`config.mk`:
```
export PLATFORM = sky130hd
export DESIGN_NAME = dxor_serial_decoder
export DESIGN_NICKNAME = d
export VERILOG_FILES = /design/src/rtl/dxor_serial_decoder.sv
export SDC_FILE = /design/constraint.sdc
export NUM_CORES = 1
export LEC_CHECK = 0
export ABC_AREA = 1
export CORE_ASPECT_RATIO = 0.8
export CORE_MARGIN = 10
export CORE_UTILIZATION = 25
export CTS_BUF_LIST = sky130_fd_sc_hd__clkbuf_16
export DETAILED_ROUTE_END_ITERATION = 12
export MAX_ROUTING_LAYER = met4
export PLACE_DENSITY = 0.46
export SYNTH_ARGS = -nofsm -noshare
export SYNTH_HDL_FRONTEND = slang
export SYNTH_SLANG_ARGS = --single-unit
```
`constraint.sdc`:
```
create_clock -name clk -period 1.6 [get_ports clk]
set_input_delay 0.16 -clock clk [delete_from_list [all_inputs] [get_ports clk]]
set_output_delay 0.16 -clock clk [all_outputs]
set_load 0.02 [all_outputs]
```
`src/rtl/dxor_serial_decoder.sv`:
```
// Bit-serial DXOR decoder: recovers x1=y1, x2=y1^y2 from LSB-first encoded
// bit pairs and presents WIDTH-bit words on a valid/ready output port.
module dxor_serial_decoder #(
  parameter int WIDTH = 8,
  parameter int CW    = $clog2(WIDTH+1)
) (
  input  logic             clk,
  input  logic             rst,
  input  logic             flush,
  input  logic             in_valid,
  output logic             in_ready,
  input  logic             in_y1,
  input  logic             in_y2,
  output logic             out_valid,
  input  logic             out_ready,
  output logic [WIDTH-1:0] out_x1,
  output logic [WIDTH-1:0] out_x2,
  output logic             out_eq,
  output logic [CW-1:0]    bit_cnt
);

  typedef enum logic {COLLECT, FULL} state_t;

  state_t           state;
  logic [WIDTH-1:0] sh1_reg, sh2_reg;
  logic [WIDTH-1:0] sh1_next, sh2_next;
  logic             accept;
  logic             last_bit;

  // In FULL the input may only advance when the held word retires this cycle.
  assign in_ready = (state == COLLECT) | out_ready;
  assign accept   = in_valid & in_ready;
  assign last_bit = (bit_cnt == CW'(WIDTH-1));

  assign sh1_next = {in_y1, sh1_reg[WIDTH-1:1]};
  assign sh2_next = {in_y1 ^ in_y2, sh2_reg[WIDTH-1:1]};

  always_ff @(posedge clk or posedge rst) begin
    if (rst) begin
      state     <= COLLECT;
      sh1_reg   <= '0;
      sh2_reg   <= '0;
      bit_cnt   <= '0;
      out_valid <= 1'b0;
      out_x1    <= '0;
      out_x2    <= '0;
      out_eq    <= 1'b0;
    end else if (flush) begin
      state     <= COLLECT;
      sh1_reg   <= '0;
      sh2_reg   <= '0;
      bit_cnt   <= '0;
      out_valid <= 1'b0;
      out_x1    <= '0;
      out_x2    <= '0;
      out_eq    <= 1'b0;
    end else begin
      case (state)
        COLLECT: begin
          if (accept) begin
            sh1_reg <= sh1_next;
            sh2_reg <= sh2_next;
            if (last_bit) begin
              // x1 == x2 exactly when every y2 bit of the word was zero
              out_x1    <= sh1_next;
              out_x2    <= sh2_next;
              out_eq    <= (sh1_next == sh2_next);
              out_valid <= 1'b1;
              bit_cnt   <= '0;
              state     <= FULL;
            end else begin
              bit_cnt <= bit_cnt + 1'b1;
            end
          end
        end
        FULL: begin
          if (out_ready) begin
            out_valid <= 1'b0;
            state     <= COLLECT;
            if (accept) begin
              sh1_reg <= sh1_next;
              sh2_reg <= sh2_next;
              bit_cnt <= CW'(1);
            end
          end
        end
        default: state <= COLLECT;
      endcase
    end
  end

endmodule
```
; ---- Word level (Yosys, flattened, before mapping)
; Cells that the tools add are included.
[classes]
n_addsub = 1
mul = 0
div_mod_pow = 0
magnitude_cmp = 0
n_eq_ne = 7
n_shift = 0
muxes = 36
bitwise = 4
n_reduce_logical = 5
[op_table]
columns = op, count
row1 = $mux W8, 14
row2 = $pmux W8 S2, 2
row3 = $mux W4, 5
row4 = $mux W1, 12
row5 = $ne A3 B3 Y1 const B, 3
row6 = $reduce_and A3 Y1, 3
row7 = $eq A8 B8 Y1, 1
row8 = $pmux W4 S2, 1
row9 = $add A4 B1 Y4 const B, 1
row10 = $eq A4 B3 Y1 const B, 1
row11 = $pmux W1 S2, 2
row12 = $reduce_bool A2 Y1, 2
row13 = $ne A3 B2 Y1 const B, 1
row14 = $ne A2 B2 Y1 const B, 1
row15 = $and A1 B1 Y1, 1
row16 = $not A1 Y1, 1
row17 = $or A1 B1 Y1, 1
row18 = $xor A1 B1 Y1, 1
[word_totals]
ff_bits = 39
latch_bits = 0
ramBits = 0
rom_bits = 0
inputBits = 7
out_inout_bits = 23
wordCells = 61
memories = 0

; ---- Depth between registers and ports, before layout
; Gate-level depths: netlist of the first run.
[depth]
ltp_word = 7
ltp_mapped = 9
mapped_depth_nobuf = 8

; ---- Worst setup path after synthesis of the first run
; No wires, ideal clock.
[synth_path]
path_kind = register to register
startpoint = reg bit_cnt[0]
endpoint = reg out_x1[3]
setup_time_ps = 117
t_arrival_ps = 1327
required_time_ps = 1483
setup_slack_ps = 156
stages_incl_launch_ff = 10
path_buffers = 1
period_less_slack_ps = 1444
cell_sequence = dfrtp_1 ha_1 nand2_2 nor2_4 nand2_4 nand2_8 inv_6 buf_8 nand2_1 nand2_1
[synth_via]
elab_chain_len = 3
[synth_lines]
columns = element, line_no
row1 = start: declaration, 19  ; output logic [CW-1:0] bit_cnt
row2 = start signal: assignment, 72  ; bit_cnt <= bit_cnt + 1'b1;
row3 = $eq A4 B3 Y1, 33  ; assign last_bit = (bit_cnt == CW'(WIDTH-1));
row4 = $reduce_bool A2 Y1 (no source line), n/a
row5 = $reduce_and A3 Y1 (no source line), n/a
row6 = end signal: assignment, 65  ; out_x1 <= sh1_next;
row7 = end: declaration, 16  ; output logic [WIDTH-1:0] out_x1,
; No other way between the ends.
; A chain may end at the register's enable or synchronous reset.

; ---- Worst setup path in the final report of the first run
[layout_path]
startpoint = reg bit_cnt[0]
endpoint = out bit_cnt[0]
; No word-level cell between the ends.

==> results.cfg, run 1 <==
[run_status]
status = finished clean

[power_and_ir_drop]
powerDensity_nw_per_um2 = 917
p_leak_nw = 1.14
irDropWorstVdd_mv = 0.554

[floorplanning]
io_pins = 30
core_sq_um = 6860
die-area_sq_um = 10800
row_count = 27
start_util = 0.256
fp.dieH_um = 95.0
die_w_um = 114

[grt]
grt_max_degree = 38
grt_antenna_before_repair = 0
grt-ovfl-total = 0
grt_pass1_vias = 1452
grt_pass1_wl_um = 7080
grt_usage = 0.0853

[clock_tree]
cts_tree = yes
cts_buffer_depth = 2
worstSkewPairLatency_ns = 0.28
htreeDepth = 2
cts_root_buffer = clkbuf_16
hold_buffers = 0
cts_buffers = 5
cts_sinks = 37
clk_pin_slew_ns = 0.06

[finish]
post-route-util = 0.336
drive_above_1_share = 0.0992
areaGrowthSynthToFinish_pct = 31.4
reg_top3 = out_x1: 8 flops, out_x2: 8 flops
layout.nets = 259
antenna_cells = 0
fin_cells = 339

[synth]
ys_seq_area_frac = 0.527
synthFlopType = dfrtp_1
ys_top_cells_by_area = dfrtp_1, nand2_1, inv_1, o21ai_0, nor2_1
synth_top_area_frac = 0.527
ys_ff_latch = 37
synth-warning-count = 0
synth_nets = 224
synth_most_common_cell = nand2_1
synth_fa_ha_area_frac = 0.00713
synth_largest_area_cell = dfrtp_1
syn_area_per_cell_sq_um = 8.13
synth-edff-count = 0
synth_mux_area_frac = 0
synthXorXnorAreaFrac = 0.00499
synth-simple-area-share = 0.289
synth_top_family_by_area = simple AND/OR/NAND/NOR gates
synth_compound_area_frac = 0.0784
netlist_instances = 216
synth.top_cells.by_count = nand2_1, dfrtp_1, inv_1
async_flop_share = 1.00
netlist_area_sq_um = 1760
synth_cell_type_count = 21

[routing]
wl_per_cell_um = 12.2
drt-pass1-iter-count = 4
ant_nets = 0
viasPerCell = 4.11
drt-initial-drc-count = 42
num_vias = 1392
routed_wirelength_um = 4130
route.detailed.drc = 0

[worst_setup_path]
critPathMaxFanout = 4
worstSetupStartpointType = flop
reg2reg_depth = 8
r2r-start = bit_cnt[1]
worstSetupPathType = flop to output port
arrival_ns = 1.36
ff2ff_setup_slack_ns = 0.20
endpoint_kind = output port
required_ns = 1.44
worstReg2RegEnd = out_x2[0]

[timing]
fin_crit_ns = 1.52
setup_viol_count_final = 0
fin_crit_sh = 0.950
fin_setup_tns_ns = 0
clock_skew_ns = 0.00669
whs_ns = 0.233
relSlewSlack = 0.848
fmax_ghz = 0.658
finalHoldViolCount = 0
worst_slew_pin_slew_ns = 0.227
drv_slew = 0
rsz0062_at_grt = false

[place]
detailed_place_hpwl_um = 2920
io_buffers = 29
gp_congestion = 0.760
dp.cells = 331

[flow_run]
max_cap_violations = 0

[min_path]
hp-class = input pin to async pin
worst max-delay path by stage:
stage,end,cells after the start,startpoint
floorplan,out_x1[3],9,bit_cnt[0]
global placement,in_ready,4,out_ready
detailed placement,in_ready,4,out_ready
CTS,in_ready,2,state
global route,bit_cnt[0],2,bit_cnt[0]
finish,bit_cnt[0],2,bit_cnt[0]
per-layer routing:
layer	track usage	up-vias	wire [um]
met2	0.121	25	1770
met5	-	-	0
met3	0.0292	5	210
met1	0.108	633	2080
li1	-	729	-
met4	0.0348	0	63
cell type report:
cell class | instances | area (sq um)
sequential | 37 | 926
inverter | 27 | 109
tap | 87 | 109
timing repair buffer | 34 | 358
multi-input combinational | 146 | 666
fill | 719 | 4550
clock buffer | 5 | 125
clock inverter | 3 | 13.8
report_power, final:
group	switching, mW	internal, mW
logic	0.129	0.0846
clock network	0.364	0.565
registers	0.0137	0.959
total	0.506	1.61
critical path: stages (launching register included):
cell and delay [ns]:
dfrtp_1 0.35, buf_4 0.13, clkdlybuf4s50_1 0.60
cell usage in the layout, fill, tap and decap left out, drive strengths merged:
cell,count
a21oi,5
buf,5
clkbuf,5
clkdlybuf4s50,27
clkinv,2
dfrtp,37
dlymetal6s2s,2
ha,1
inv,28
nand2,93
nand3,6
nor2,19
o211ai,1
o21ai,18
o31ai,2
xor2,1
repair_timing:
item | 4_1_cts | 5_1_grt
gates resized for setup | 0 | 2
setup buffers | 0 | 0
setup endpoints to repair | 0 | 2
logic make-up (layout without fill, tap and decap cells):
kind of cell | Yosys count | count (layout)
simple gates | 118 | 118
flops | 37 | 37
xor+xnor | 1 | 1
compound gates | 26 | 26
buf+inv | 33 | 69
fa+ha+maj | 1 | 1
metrics by stage:
stage,instance area [sq um],power (mW),setup slack [ns]
after floorplan,1760,1.12,0.156
after global placement,2160,1.21,0.0924
after detailed placement,2160,1.21,0.0845
after CTS,2300,2.16,0.0134
after global routing,2310,2.23,0.0171
final,2310,2.12,0.0801
Power figures use the tool's default switching activity.
==> run 2: changes to the inputs <==
--- a/config.mk
+++ b/config.mk
@@ -6,7 +6,6 @@
 export NUM_CORES = 1
 export LEC_CHECK = 0
 export ABC_AREA = 1
-export CORE_ASPECT_RATIO = 0.8
 export CORE_MARGIN = 10
 export CORE_UTILIZATION = 25
 export CTS_BUF_LIST = sky130_fd_sc_hd__clkbuf_16
==> results.cfg, run 2 (synthesized netlist as in run 1, its figures left out) <==
[floorplanning]
die-area_sq_um = 10800
start_util = 0.258
io_pins = 30
row_count = 30
fp.dieH_um = 104
die_w_um = 104
core_sq_um = 6790

[routing]
num_vias = 1419
drt-pass1-iter-count = 4
ant_nets = 0
viasPerCell = 4.08
routed_wirelength_um = 4140
drt-initial-drc-count = 89
wl_per_cell_um = 11.9
route.detailed.drc = 0

[worst_setup_path]
crit_start = bit_cnt[0]
max_stage_delay_ns = 0.60
crit_slowest_cell = clkdlybuf4s50_1
path_cells = buf_4 > clkdlybuf4s50_1
worstSetupPathType = flop to output port
arrival_ns = 1.37
endpoint_kind = output port
ff2ff_setup_slack_ns = 0.23
worstSetupStartpointType = flop
r2r-start = bit_cnt[1]
critPathMaxFanout = 4
required_ns = 1.44

[clock_tree]
htreeDepth = 2
post-cts-setup-buffers = 0
clk_pin_slew_ns = 0.06
ctsResizeCount = 0
cts_root_buffer = clkbuf_16
cts_tree = yes
cts_buffer_depth = 2
worstSkewPairLatency_ns = 0.28
cts_sinks = 37
hold_buffers = 0
cts_buffers = 5

[timing]
fin_setup_tns_ns = 0
relSlewSlack = 0.839
fmax_ghz = 0.655
clock_skew_ns = 0.00372
worst_slew_pin_slew_ns = 0.242
rsz0062_at_grt = false
setup_viol_count_final = 0
fin_crit_ns = 1.53
finalHoldViolCount = 0
drv_slew = 0
fin_crit_sh = 0.954

[grt]
grt_antenna_before_repair = 0
grt_pass1_wl_um = 7200
grt_usage = 0.0834
grt_pass1_vias = 1455
grt_max_degree = 38
grt-ovfl-total = 0

[power_and_ir_drop]
irDropWorstVdd_mv = 0.331
p_leak_nw = 1.16
powerDensity_nw_per_um2 = 1050
finalPower_mw = 2.48

[place]
gp_congestion = 0.787
io_buffers = 29
detailed_place_hpwl_um = 3070

[flow_run]
max_cap_violations = 0

[finish]
reg_top3 = out_x1: 8 flops, out_x2: 8 flops
layout.nets = 259
mostFrequentLayoutCell = nand2_1
drive_above_1_share = 0.103
areaGrowthSynthToFinish_pct = 35.1
final_cell_mix = nand2_1, dfrtp_1, clkdlybuf4s50_1
antenna_cells = 0

[min_path]
hp-class = input pin to async pin

[run_status]
status = finished clean
run 2: cell count changes in the layout (fill, tap and decap cells not counted):
| cell | change |
|---|---|
| inv_1 | -1 |
| inv_6 | +1 |
| clkinv_2 | -2 |
| bufinv_16 | +2 |
run 2: final timing paths:
path                                   end  depth (start not counted)
worst min-delay path            sh1_reg[1]                          3
worst min register to register   out_x1[3]                          2
worst max register to register   out_x1[0]                          8
worst max-delay path            bit_cnt[0]                          2
max in group asynchronous       sh2_reg[3]                          3
min in group clk                 out_x1[3]                          2
run 2: area by class of cell:
type	count	area (sq um)
flip-flops and latches	37	926
fillers	725	4420
repair buffers	34	358
clock inverters	3	68.8
multi-input cells	146	666
clock buffers	5	125
inverters	27	109
well taps	96	120
run 2: through the flow:
step | util | instances | area (sq um) | setup WS (ns) | hold WS, ns
global placement | 0.320 | 340 | 2170 | 0.0926 | 0.454
global route | 0.349 | 348 | 2370 | 0.0317 | 0.266
floorplan | - | 216 | 1760 | 0.156 | 0.340
CTS | 0.348 | 348 | 2370 | 0.00182 | 0.242
finish | 0.349 | 348 | 2370 | 0.0736 | 0.226
detailed placement | 0.320 | 340 | 2170 | 0.0772 | 0.459
run 2: where the power goes:
part           leakage [nW]  switching (mW)  internal (mW)
clock network        0.0944           0.402          0.899
logic                 0.560           0.127         0.0844
registers             0.510          0.0141          0.959
run 2: critical path, delay by kind of cell, from the launching register on:
family	cells	cell delay, ns
buffers and inverters	2	0.73
DFF	1	0.35
run 2: per-layer routing:
metal | GRT usage | routed length [um] | up-vias
met2 | 0.123 | 1880 | 30
met5 | - | 0 | -
met1 | 0.101 | 2000 | 656
met4 | 0.0388 | 90 | 0
met3 | 0.0266 | 173 | 6
li1 | - | - | 727
==> run 3: changes to the inputs <==
--- a/config.mk
+++ b/config.mk
@@ -7,11 +7,11 @@
 export LEC_CHECK = 0
 export ABC_AREA = 1
 export CORE_MARGIN = 10
-export CORE_UTILIZATION = 25
+export CORE_UTILIZATION = 28
 export CTS_BUF_LIST = sky130_fd_sc_hd__clkbuf_16
 export DETAILED_ROUTE_END_ITERATION = 12
 export MAX_ROUTING_LAYER = met4
-export PLACE_DENSITY = 0.46
+export PLACE_DENSITY = 0.5
 export SYNTH_ARGS = -nofsm -noshare
 export SYNTH_HDL_FRONTEND = slang
 export SYNTH_SLANG_ARGS = --single-unit
==> results.cfg, run 3 (synthesized netlist as in run 1, its figures left out) <==
[timing]
rsz0062_at_grt = false
worst_slew_pin_slew_ns = 0.234
fmax_ghz = 0.648
drv_slew = 0
fin_crit_ns = 1.54
setup_viol_count_final = 0
fin_crit_sh = 0.964
finalHoldViolCount = 0
relSlewSlack = 0.843
fin_setup_tns_ns = 0
clock_skew_ns = 0.00372

[routing]
num_vias = 1437
drt-pass1-iter-count = 6
ant_nets = 0
wl_per_cell_um = 11.9
viasPerCell = 4.39
drt-initial-drc-count = 84
routed_wirelength_um = 3900
route.detailed.drc = 0

[clock_tree]
cts_root_buffer = clkbuf_16
cts_buffers = 5
cts_buffer_depth = 2
clk_pin_slew_ns = 0.06
cts_tree = yes
htreeDepth = 2
cts_sinks = 37
post-cts-setup-buffers = 0
worstSkewPairLatency_ns = 0.28

[finish]
antenna_cells = 0
post-route-util = 0.383
reg_top3 = out_x1: 8 flops, out_x2: 8 flops
layout.nets = 259
final_cell_mix = nand2_1, dfrtp_1, clkdlybuf4s50_1
drive_above_1_share = 0.0992
register_area_sq_um = 926
multi_input_area_sq_um = 666
areaGrowthSynthToFinish_pct = 30.9
mostFrequentLayoutCell = nand2_1
fillerInstances = 632
post-route-cell-area_sq_um = 2300

[grt]
grt_pass1_vias = 1518
grt_pass1_wl_um = 7110
grt-ovfl-total = 0
grt_max_degree = 38
grt_usage = 0.0910
grt_antenna_before_repair = 0

[power_and_ir_drop]
powerDensity_nw_per_um2 = 922
irDropWorstVdd_mv = 0.464
seqPwrFrac = 0.459
power_frac_clock = 0.439
combPwrFrac = 0.102
power_switching_mw = 0.506
p_sw_frac = 0.239
p_int_mw = 1.61
p_leak_nw = 1.13

[floorplanning]
die_w_um = 99.2
row_count = 28
core_sq_um = 5990
start_util = 0.293
io_pins = 30
fp.dieH_um = 99.2
die-area_sq_um = 9840

[worst_setup_path]
path_cells = clkdlybuf4s50_1
max_stage_delay_ns = 0.65
crit_slowest_cell = clkdlybuf4s50_1
cp_num_buf_inv = 1
cp_top_family = buffers and inverters
worstSetupStartpointType = flop
endpoint_kind = output port
arrival_ns = 1.38
critPathMaxFanout = 5
worstSetupPathType = flop to output port
crit_start = bit_cnt[3]
required_ns = 1.44
r2r-start = bit_cnt[1]

[run_status]
status = finished clean

[place]
dpl_cell_area_sq_um = 2160
io_buffers = 29
detailed_place_hpwl_um = 2760
gp_congestion = 0.793

[flow_run]
max_cap_violations = 0

[min_path]
hp-class = input pin to async pin
==> run 3: final timing paths <==
check | to | slack, ns | cells after the start
worst max-delay path | bit_cnt[3] | 0.06 | 1
worst min-delay path | out_x2[2] | 0.23 | 3
worst max register to register | out_x1[0] | 0.20 | 8
worst min register to register | out_x1[5] | 0.47 | 2
max in group asynchronous | out_x1[5] | 1.18 | 3
min in group clk | out_x1[5] | 0.47 | 2
==> run 3: routing by layer <==
metal,wire [um],GRT usage,share of wire
met2,1640,0.125,0.42
met4,36,0.0397,0.0092
met3,272,0.0325,0.070
met1,1960,0.117,0.50
met5,0,-,0
==> run 3: area by class of cell <==
| cell class | instances | share of cell area |
|---|---|---|
| clock buffers | 5 | 0.0545 |
| clock inverters | 3 | 0.00599 |
| inverters | 27 | 0.0474 |
| multi-input cells | 146 | 0.290 |
| flip-flops and latches | 37 | 0.403 |
| well taps | 75 | 0.0408 |
| repair buffers | 34 | 0.158 |
==> run 3: what timing repair did <==
action                                  4_1_cts  5_1_grt
endpoints found under the setup margin        1        0
hold buffers                                  0        0
endpoints found under the hold margin         0        0
resized for setup                             1        0
==> run 3: stage by stage <==
stage	setup slack (ns)	total power, mW	std cells	hold WS, ns
final	0.0572	2.12	327	0.230
after detailed placement	0.0831	1.21	319	0.459
after global routing	0.00262	2.22	327	0.259
after CTS	0.0376	2.15	327	0.239
after global placement	0.0919	1.21	319	0.455
after floorplan	0.156	1.12	216	0.340
==> run 3: power by group through the flow <==
stage	clock network (mW)	registers [mW]	logic (mW)
2_1_floorplan	0	1.01	0.108
3_3_place_gp	0	0.990	0.221
3_5_place_dp	0	0.989	0.221
4_1_cts	0.960	0.973	0.222
5_1_grt	0.997	0.976	0.243
6_report	0.930	0.973	0.215
==> run 3: tightest hold or removal path, delay by kind of cell <==
family,cells,cell delay (ns)
buffers and inverters,3,0.71
